File: src/rtl/trade_pkg.sv
// Shared types and sizing for the stock-game trade datapath.
package trade_pkg;

    localparam int PRICE_W = 12;
    localparam int QTY_W   = 8;
    localparam int CASH_W  = 24;
    localparam int HOLD_2S = 100_000_000;

    typedef enum logic [2:0] {
        ST_IDLE,
        ST_CHECK,
        ST_MUL_A,
        ST_MUL_C,
        ST_COMMIT,
        ST_HOLD,
        ST_ERROR
    } sell_state_t;

endpackage

File: src/rtl/shift_add_multiplier.sv
// Serial shift-add multiplier accumulating mcand*mplier into acc over B_W cycles.
module shift_add_multiplier #(
    parameter int A_W   = 12,
    parameter int B_W   = 8,
    parameter int ACC_W = 25
) (
    input  logic             clock_50,
    input  logic             resetn,
    input  logic             start,
    input  logic             load_acc,
    input  logic [A_W-1:0]   mcand,
    input  logic [B_W-1:0]   mplier,
    input  logic [ACC_W-1:0] acc_init,
    output logic [ACC_W-1:0] acc,
    output logic             done
);

    localparam int CW = (B_W > 1) ? $clog2(B_W) : 1;

    logic [ACC_W-1:0] mcand_sh;
    logic [B_W-1:0]   b_sh;
    logic [CW-1:0]    cnt;
    logic             running;

    assign done = running && (cnt == CW'(B_W - 1));

    // A start on the final step edge reloads operands while that step still
    // lands in acc, so back-to-back products chain without a gap cycle.
    always_ff @(posedge clock_50) begin
        if (!resetn) begin
            acc      <= '0;
            mcand_sh <= '0;
            b_sh     <= '0;
            cnt      <= '0;
            running  <= 1'b0;
        end else begin
            if (running) begin
                if (b_sh[0])
                    acc <= acc + mcand_sh;
                mcand_sh <= mcand_sh << 1;
                b_sh     <= b_sh >> 1;
                cnt      <= cnt + CW'(1);
                if (done)
                    running <= 1'b0;
            end
            if (load_acc)
                acc <= acc_init;
            if (start) begin
                mcand_sh <= {{(ACC_W - A_W){1'b0}}, mcand};
                b_sh     <= mplier;
                cnt      <= '0;
                running  <= 1'b1;
            end
        end
    end

endmodule

File: src/rtl/sell_transaction_controller.sv
// Sell transaction sequencer: validate, multiply-accumulate both stocks, commit, status window.
module sell_transaction_controller
    import trade_pkg::*;
#(
    parameter logic [CASH_W-1:0] INIT_CASH   = 24'h000100,
    parameter logic [QTY_W-1:0]  INIT_QTY    = 8'h0A,
    parameter int unsigned       HOLD_CYCLES = HOLD_2S
) (
    input  logic               clock_50,
    input  logic               resetn,
    input  logic               sell_req,
    input  logic [PRICE_W-1:0] stockA_price,
    input  logic [PRICE_W-1:0] stockC_price,
    input  logic [QTY_W-1:0]   stockA_sold,
    input  logic [QTY_W-1:0]   stockC_sold,
    output logic               sell_ack,
    output logic               busy,
    output logic               done,
    output logic               error,
    output logic               status_hold,
    output logic [CASH_W-1:0]  current_cash,
    output logic [QTY_W-1:0]   stockA_qty,
    output logic [QTY_W-1:0]   stockC_qty
);

    localparam int unsigned CNT_W = (HOLD_CYCLES > 1) ? $clog2(HOLD_CYCLES) : 1;
    localparam int          ACC_W = CASH_W + 1;

    sell_state_t        state, next_state;
    logic [PRICE_W-1:0] snap_a_price, snap_c_price;
    logic [QTY_W-1:0]   snap_a_sold, snap_c_sold;
    logic [CNT_W-1:0]   hold_cnt;
    logic               mul_start, mul_load, mul_sel_c, mul_done;
    logic [ACC_W-1:0]   acc;
    logic               entering_window;

    shift_add_multiplier #(
        .A_W   (PRICE_W),
        .B_W   (QTY_W),
        .ACC_W (ACC_W)
    ) u_mul (
        .clock_50 (clock_50),
        .resetn   (resetn),
        .start    (mul_start),
        .load_acc (mul_load),
        .mcand    (mul_sel_c ? snap_c_price : snap_a_price),
        .mplier   (mul_sel_c ? snap_c_sold : snap_a_sold),
        .acc_init ({1'b0, current_cash}),
        .acc      (acc),
        .done     (mul_done)
    );

    always_comb begin
        next_state = state;
        mul_start  = 1'b0;
        mul_load   = 1'b0;
        mul_sel_c  = 1'b0;
        case (state)
            ST_IDLE:   if (sell_req) next_state = ST_CHECK;
            ST_CHECK: begin
                if (snap_a_sold > stockA_qty || snap_c_sold > stockC_qty) begin
                    next_state = ST_ERROR;
                end else begin
                    next_state = ST_MUL_A;
                    mul_start  = 1'b1;
                    mul_load   = 1'b1;
                end
            end
            ST_MUL_A: begin
                if (mul_done) begin
                    next_state = ST_MUL_C;
                    mul_start  = 1'b1;
                    mul_sel_c  = 1'b1;
                end
            end
            ST_MUL_C:  if (mul_done) next_state = ST_COMMIT;
            ST_COMMIT: next_state = ST_HOLD;
            ST_HOLD,
            ST_ERROR:  if (hold_cnt == '0) next_state = ST_IDLE;
            default:   next_state = ST_IDLE;
        endcase
    end

    assign entering_window = (next_state == ST_HOLD || next_state == ST_ERROR) && (next_state != state);

    always_ff @(posedge clock_50) begin
        if (!resetn) begin
            state        <= ST_IDLE;
            sell_ack     <= 1'b0;
            busy         <= 1'b0;
            done         <= 1'b0;
            error        <= 1'b0;
            status_hold  <= 1'b0;
            current_cash <= INIT_CASH;
            stockA_qty   <= INIT_QTY;
            stockC_qty   <= INIT_QTY;
            snap_a_price <= '0;
            snap_c_price <= '0;
            snap_a_sold  <= '0;
            snap_c_sold  <= '0;
            hold_cnt     <= '0;
        end else begin
            state       <= next_state;
            sell_ack    <= (state == ST_CHECK);
            busy        <= (next_state != ST_IDLE);
            done        <= (state == ST_COMMIT);
            error       <= (next_state == ST_ERROR);
            status_hold <= (next_state == ST_HOLD || next_state == ST_ERROR);

            if (state == ST_IDLE && sell_req) begin
                snap_a_price <= stockA_price;
                snap_c_price <= stockC_price;
                snap_a_sold  <= stockA_sold;
                snap_c_sold  <= stockC_sold;
            end

            if (state == ST_COMMIT) begin
                current_cash <= acc[CASH_W] ? '1 : acc[CASH_W-1:0];
                stockA_qty   <= stockA_qty - snap_a_sold;
                stockC_qty   <= stockC_qty - snap_c_sold;
            end

            if (entering_window)
                hold_cnt <= CNT_W'(HOLD_CYCLES - 1);
            else if (hold_cnt != '0)
                hold_cnt <= hold_cnt - 1'b1;
        end
    end

endmodule

File: config.mk
export PLATFORM = sky130hd
export DESIGN_NAME = sell_transaction_controller
export DESIGN_NICKNAME = d
export VERILOG_FILES = /design/src/rtl/trade_pkg.sv /design/src/rtl/shift_add_multiplier.sv /design/src/rtl/sell_transaction_controller.sv
export SDC_FILE = /design/constraint.sdc
export NUM_CORES = 1
export LEC_CHECK = 0
export ABC_AREA = 1
export BUFFER_PORTS_ARGS = -buffer_cell sky130_fd_sc_hd__buf_2
export CAP_MARGIN = 10
export CORE_ASPECT_RATIO = 1.4
export CORE_UTILIZATION = 55
export DETAILED_ROUTE_END_ITERATION = 6
export GPL_TIMING_DRIVEN = 0
export PLACE_DENSITY = 0.75
export SLEW_MARGIN = 20
export SYNTH_ARGS = -nofsm -noshare
export SYNTH_HDL_FRONTEND = slang
export SYNTH_SLANG_ARGS = --single-unit
File: constraint.sdc
create_clock -name clock_50 -period 2.4 [get_ports clock_50]
set_clock_uncertainty 0.05 [all_clocks]
set_input_delay 0.36 -clock clock_50 [delete_from_list [all_inputs] [get_ports clock_50]]
set_output_delay 0.36 -clock clock_50 [all_outputs]
set_load 0.05 [all_outputs]
==> impl_metrics.toml <==
[cells_and_area]
synthToLayoutAreaGrowth_pct = 19.7
drive_above_1_share_pct = 15.5
fin_nets = 1655
stdcell_count = 1814
diodes = 0

[grt]
use_met3_pct = 4.00
grt_pass1_wl_um = 46200
met2_usage_pct = 57.7
track_usage_pct = 32.6
grt_remaining_overflow = 0
grt_max_degree = 20
met1_usage_pct = 38.8
grt.busiest_layer = "met2"
grt_pass1_vias = 9180
antenna_found_initial = 0

[yosys]
synth_top_cell_by_area = "dfxtp_1"
synthArstFlopShare_pct = 0
synthCells = 1442
ys_warn_count = 0
syn-cell-area_sq_mm = 0.00971
synth_top_cell_area_share_pct = 36.5
synth_fa_ha_area_share_pct = 6.29
synth_compound_gate_area_share_pct = 16.8
ys_seq_area_share_pct = 36.5
synth_top_family_by_area = "simple AND/OR/NAND/NOR gates"
synth_flop_cell = "dfxtp_1"
synthSimpleGateAreaFrac_pct = 28.2
syn-num-nets = 1532
ys_types = 38
yosys_register_bits = 177
yosys-top-cells-area = "dfxtp_1 (37%), nand2_1 (14%), a21oi_1 (7.6%)"
synthMuxAreaShare_pct = 0
synth-xor-area-share_pct = 2.62
synth_edf_count = 0
syn_area_per_cell_sq_um = 6.73

[setup_path]
reg2regPathDepth = 14
required_ns = 2.65
worstReg2RegStart = "stockA_qty[0]"
crit_arrival_ns = 2.63
crit_path_end_kind = "flip-flop"
rrSetupSlack_ns = 0.02
worstSetupPathType = "reg2reg"
crit_fanout = 7
regToRegEndpoint = "u_mul.acc[15]"
worstSetupStartpointType = "flip-flop"

[clock_tree]
cts.sinks = 177
clk_pin_slew_ns = 0.08
cts_tree = "yes"
htreeDepth = 4
clk_latency_ns = 0.44
clock_path_buffers = 2
hold_buffers = 0
cts_made_buffers = 17
root_buffer = "clkbuf_16"

[sta]
period_needed_ns = 2.38
rsz0062_at_grt = "true"
min_period_over_period_pct = 99.3
fmax_mhz = 419
finalSetupViolations = 0
slew_headroom_pct = 44.0
worst_slew_pin_slew_ns = 0.841
hold_viol = 0
maxSlewViolCount = 0

[die]
initial_utilization_pct = 56.0
dieHeight_um = 159
placementRows = 57
die_x_um = 114
dieArea_sq_mm = 0.0182
coreArea_sq_mm = 0.0173
ioPinCount = 88

[hold_path]
holdPathEnd = "snap_a_price[6]"
whs_path_depth = 3
hp-start = "stockA_price[6]"
hp-class = "in2reg"

[route]
routed_wl_um = 30100
via_count = 10100
drt-initial-drc-count = 631
wl_per_cell_um = 16.6
dr.pass1.iters = 6
via_per_inst = 5.54
drtAntennaViolNets = 0
drc = 0

[placed_design]
io_buffers = 86
dp_hpwl_um = 22400
gp_congestion = 0.917
dp_cells = 1764

[power]
finalPower_mw = 14.0
leakagePower_nw = 5.53
p_per_area_mw_per_mm2 = 1200
ir_drop_mv = 0.800

[run]
drv_cap = 0

[status]
status = "finished, final reports clean"
==> registers in the layout (all words and copies together) (netlist names), 3 cells and up <==
name            cells
u_mul.mcand_sh     25
current_cash       24
stockC_qty          8
u_mul.acc          25
snap_c_sold         8
state               3
u_mul.b_sh          8
snap_a_sold         8
snap_a_price       12
snap_c_price       12
hold_cnt           27
u_mul.cnt           3
stockA_qty          8
==> through the flow <==
stage / setup WS, ns / hold slack, ns / TNS (ns) / cell area, sq um / utilization, %
5_1_grt: -0.0933 / 0.167 / -2.73 / 11600 / 67.1
4_1_cts: 0.00452 / 0.144 / 0 / 11200 / 64.4
3_5_place_dp: -0.404 / 0.388 / -17.27 / 10400 / 60.3
6_report: 0.0160 / 0.149 / 0 / 11600 / 67.1
3_3_place_gp: -0.415 / 0.383 / -16.75 / 10400 / 60.3
2_1_floorplan: 0.0311 / 0.374 / 0 / 9720 / -
==> cells in the mapped netlist, types with 2 or more instances <==
library cell	n
nand3b_1	8
a21oi_1	148
nor4_1	2
clkbuf_1	42
a211oi_1	3
inv_1	163
buf_2	9
nor2_2	11
buf_4	4
inv_2	14
and2_1	2
nor3_1	31
a31oi_1	12
dfxtp_1	177
nor2_1	119
nand2_2	3
ha_1	44
o211ai_1	28
nand3_2	2
nand3_1	84
o21ai_0	111
fa_1	3
nand2_1	357
xor2_1	18
nor3_2	2
nand4_1	20
clkinv_1	4
xnor2_1	11
==> metal layers <==
metal	vias up	part of all wire [%]	wire length, um
met5	-	0	0
met4	0	4.8	1440
met3	85	4.3	1290
met2	330	50	15100
met1	4655	41	12300
li1	4985	-	-
==> worst max-delay path by stage <==
stage                              from                  to  slack (ns)  depth (start not counted)
after floorplan           stockA_qty[0]       u_mul.acc[11]        0.03                         13
after global placement    stockC_qty[0]       u_mul.acc[20]       -0.41                         13
after detailed placement  stockC_qty[0]       u_mul.acc[23]       -0.40                         13
after CTS                 stockA_qty[0]  u_mul.mcand_sh[21]       0.005                         11
after global routing      stockA_qty[0]        u_mul.acc[1]       -0.09                         15
final                     stockA_qty[0]       u_mul.acc[15]        0.02                         14
==> cells in the final DEF, fill, tap and decap left out, types with 8 or more instances in the layout <==
master,Yosys,final
dfxtp_1,177,172
ha_1,44,41
nand3_2,2,10
xor2_1,18,17
inv_2,14,12
buf_4,4,11
o211ai_1,28,28
nor3_1,31,31
a21oi_1,148,142
nand3_1,84,74
nand3b_1,8,8
clkbuf_16,0,20
buf_2,9,89
inv_1,163,160
xnor2_1,11,11
nor2_1,119,119
nand2_1,357,327
clkbuf_1,42,42
nand2_2,3,24
a31oi_1,12,12
o21ai_0,111,111
nor2_2,11,12
nand4_1,20,20
==> layout make-up <==
class,instances,area (sq um)
buffer,56,327
clock buffer,17,425
clock inverter,15,161
fill,1611,5710
inverter,181,712
multi-input combinational,1028,5510
sequential,177,3550
tap,236,295
timing repair buffer,104,642
==> report_power, final <==
group | switching, mW | internal [mW] | leakage [nW]
Clock | 1.38 | 1.40 | 0.281
Combinational | 4.76 | 2.24 | 3.80
Sequential | 0.547 | 3.67 | 1.44
==> worst max-delay path, stage by stage, from the launching register on <==
cell and delay, ns:
dfxtp_4 0.37, inv_4 0.04, ha_4 0.16, fa_2 0.38, nand3b_1 0.19, nand2_2 0.11
nand2_2 0.07, nand2_4 0.08, nand3_4 0.16, buf_12 0.19, nand2_8 0.08, buf_6 0.16
a21oi_1 0.07, a21oi_2 0.12, nor2_1 0.04
==> timing repair <==
item / 4_1_cts / 5_1_grt
setup buffers: 4 / 8
gates resized for setup: 31 / 81
setup endpoints to repair: 82 / 81
gates cloned: 0 / 7
pin swaps: 6 / 15
endpoints found under the hold margin: 0 / 0
==> kinds of logic after synthesis <==
kind of cell,Yosys count
AOI/OAI and AO/OA,306
xor gates and xnor gates,29
adders and majority gates,47
buffers and inverters,238
and+or+nand+nor,645
DFF,177
Note: power is estimated with default switching activity, not from simulation.
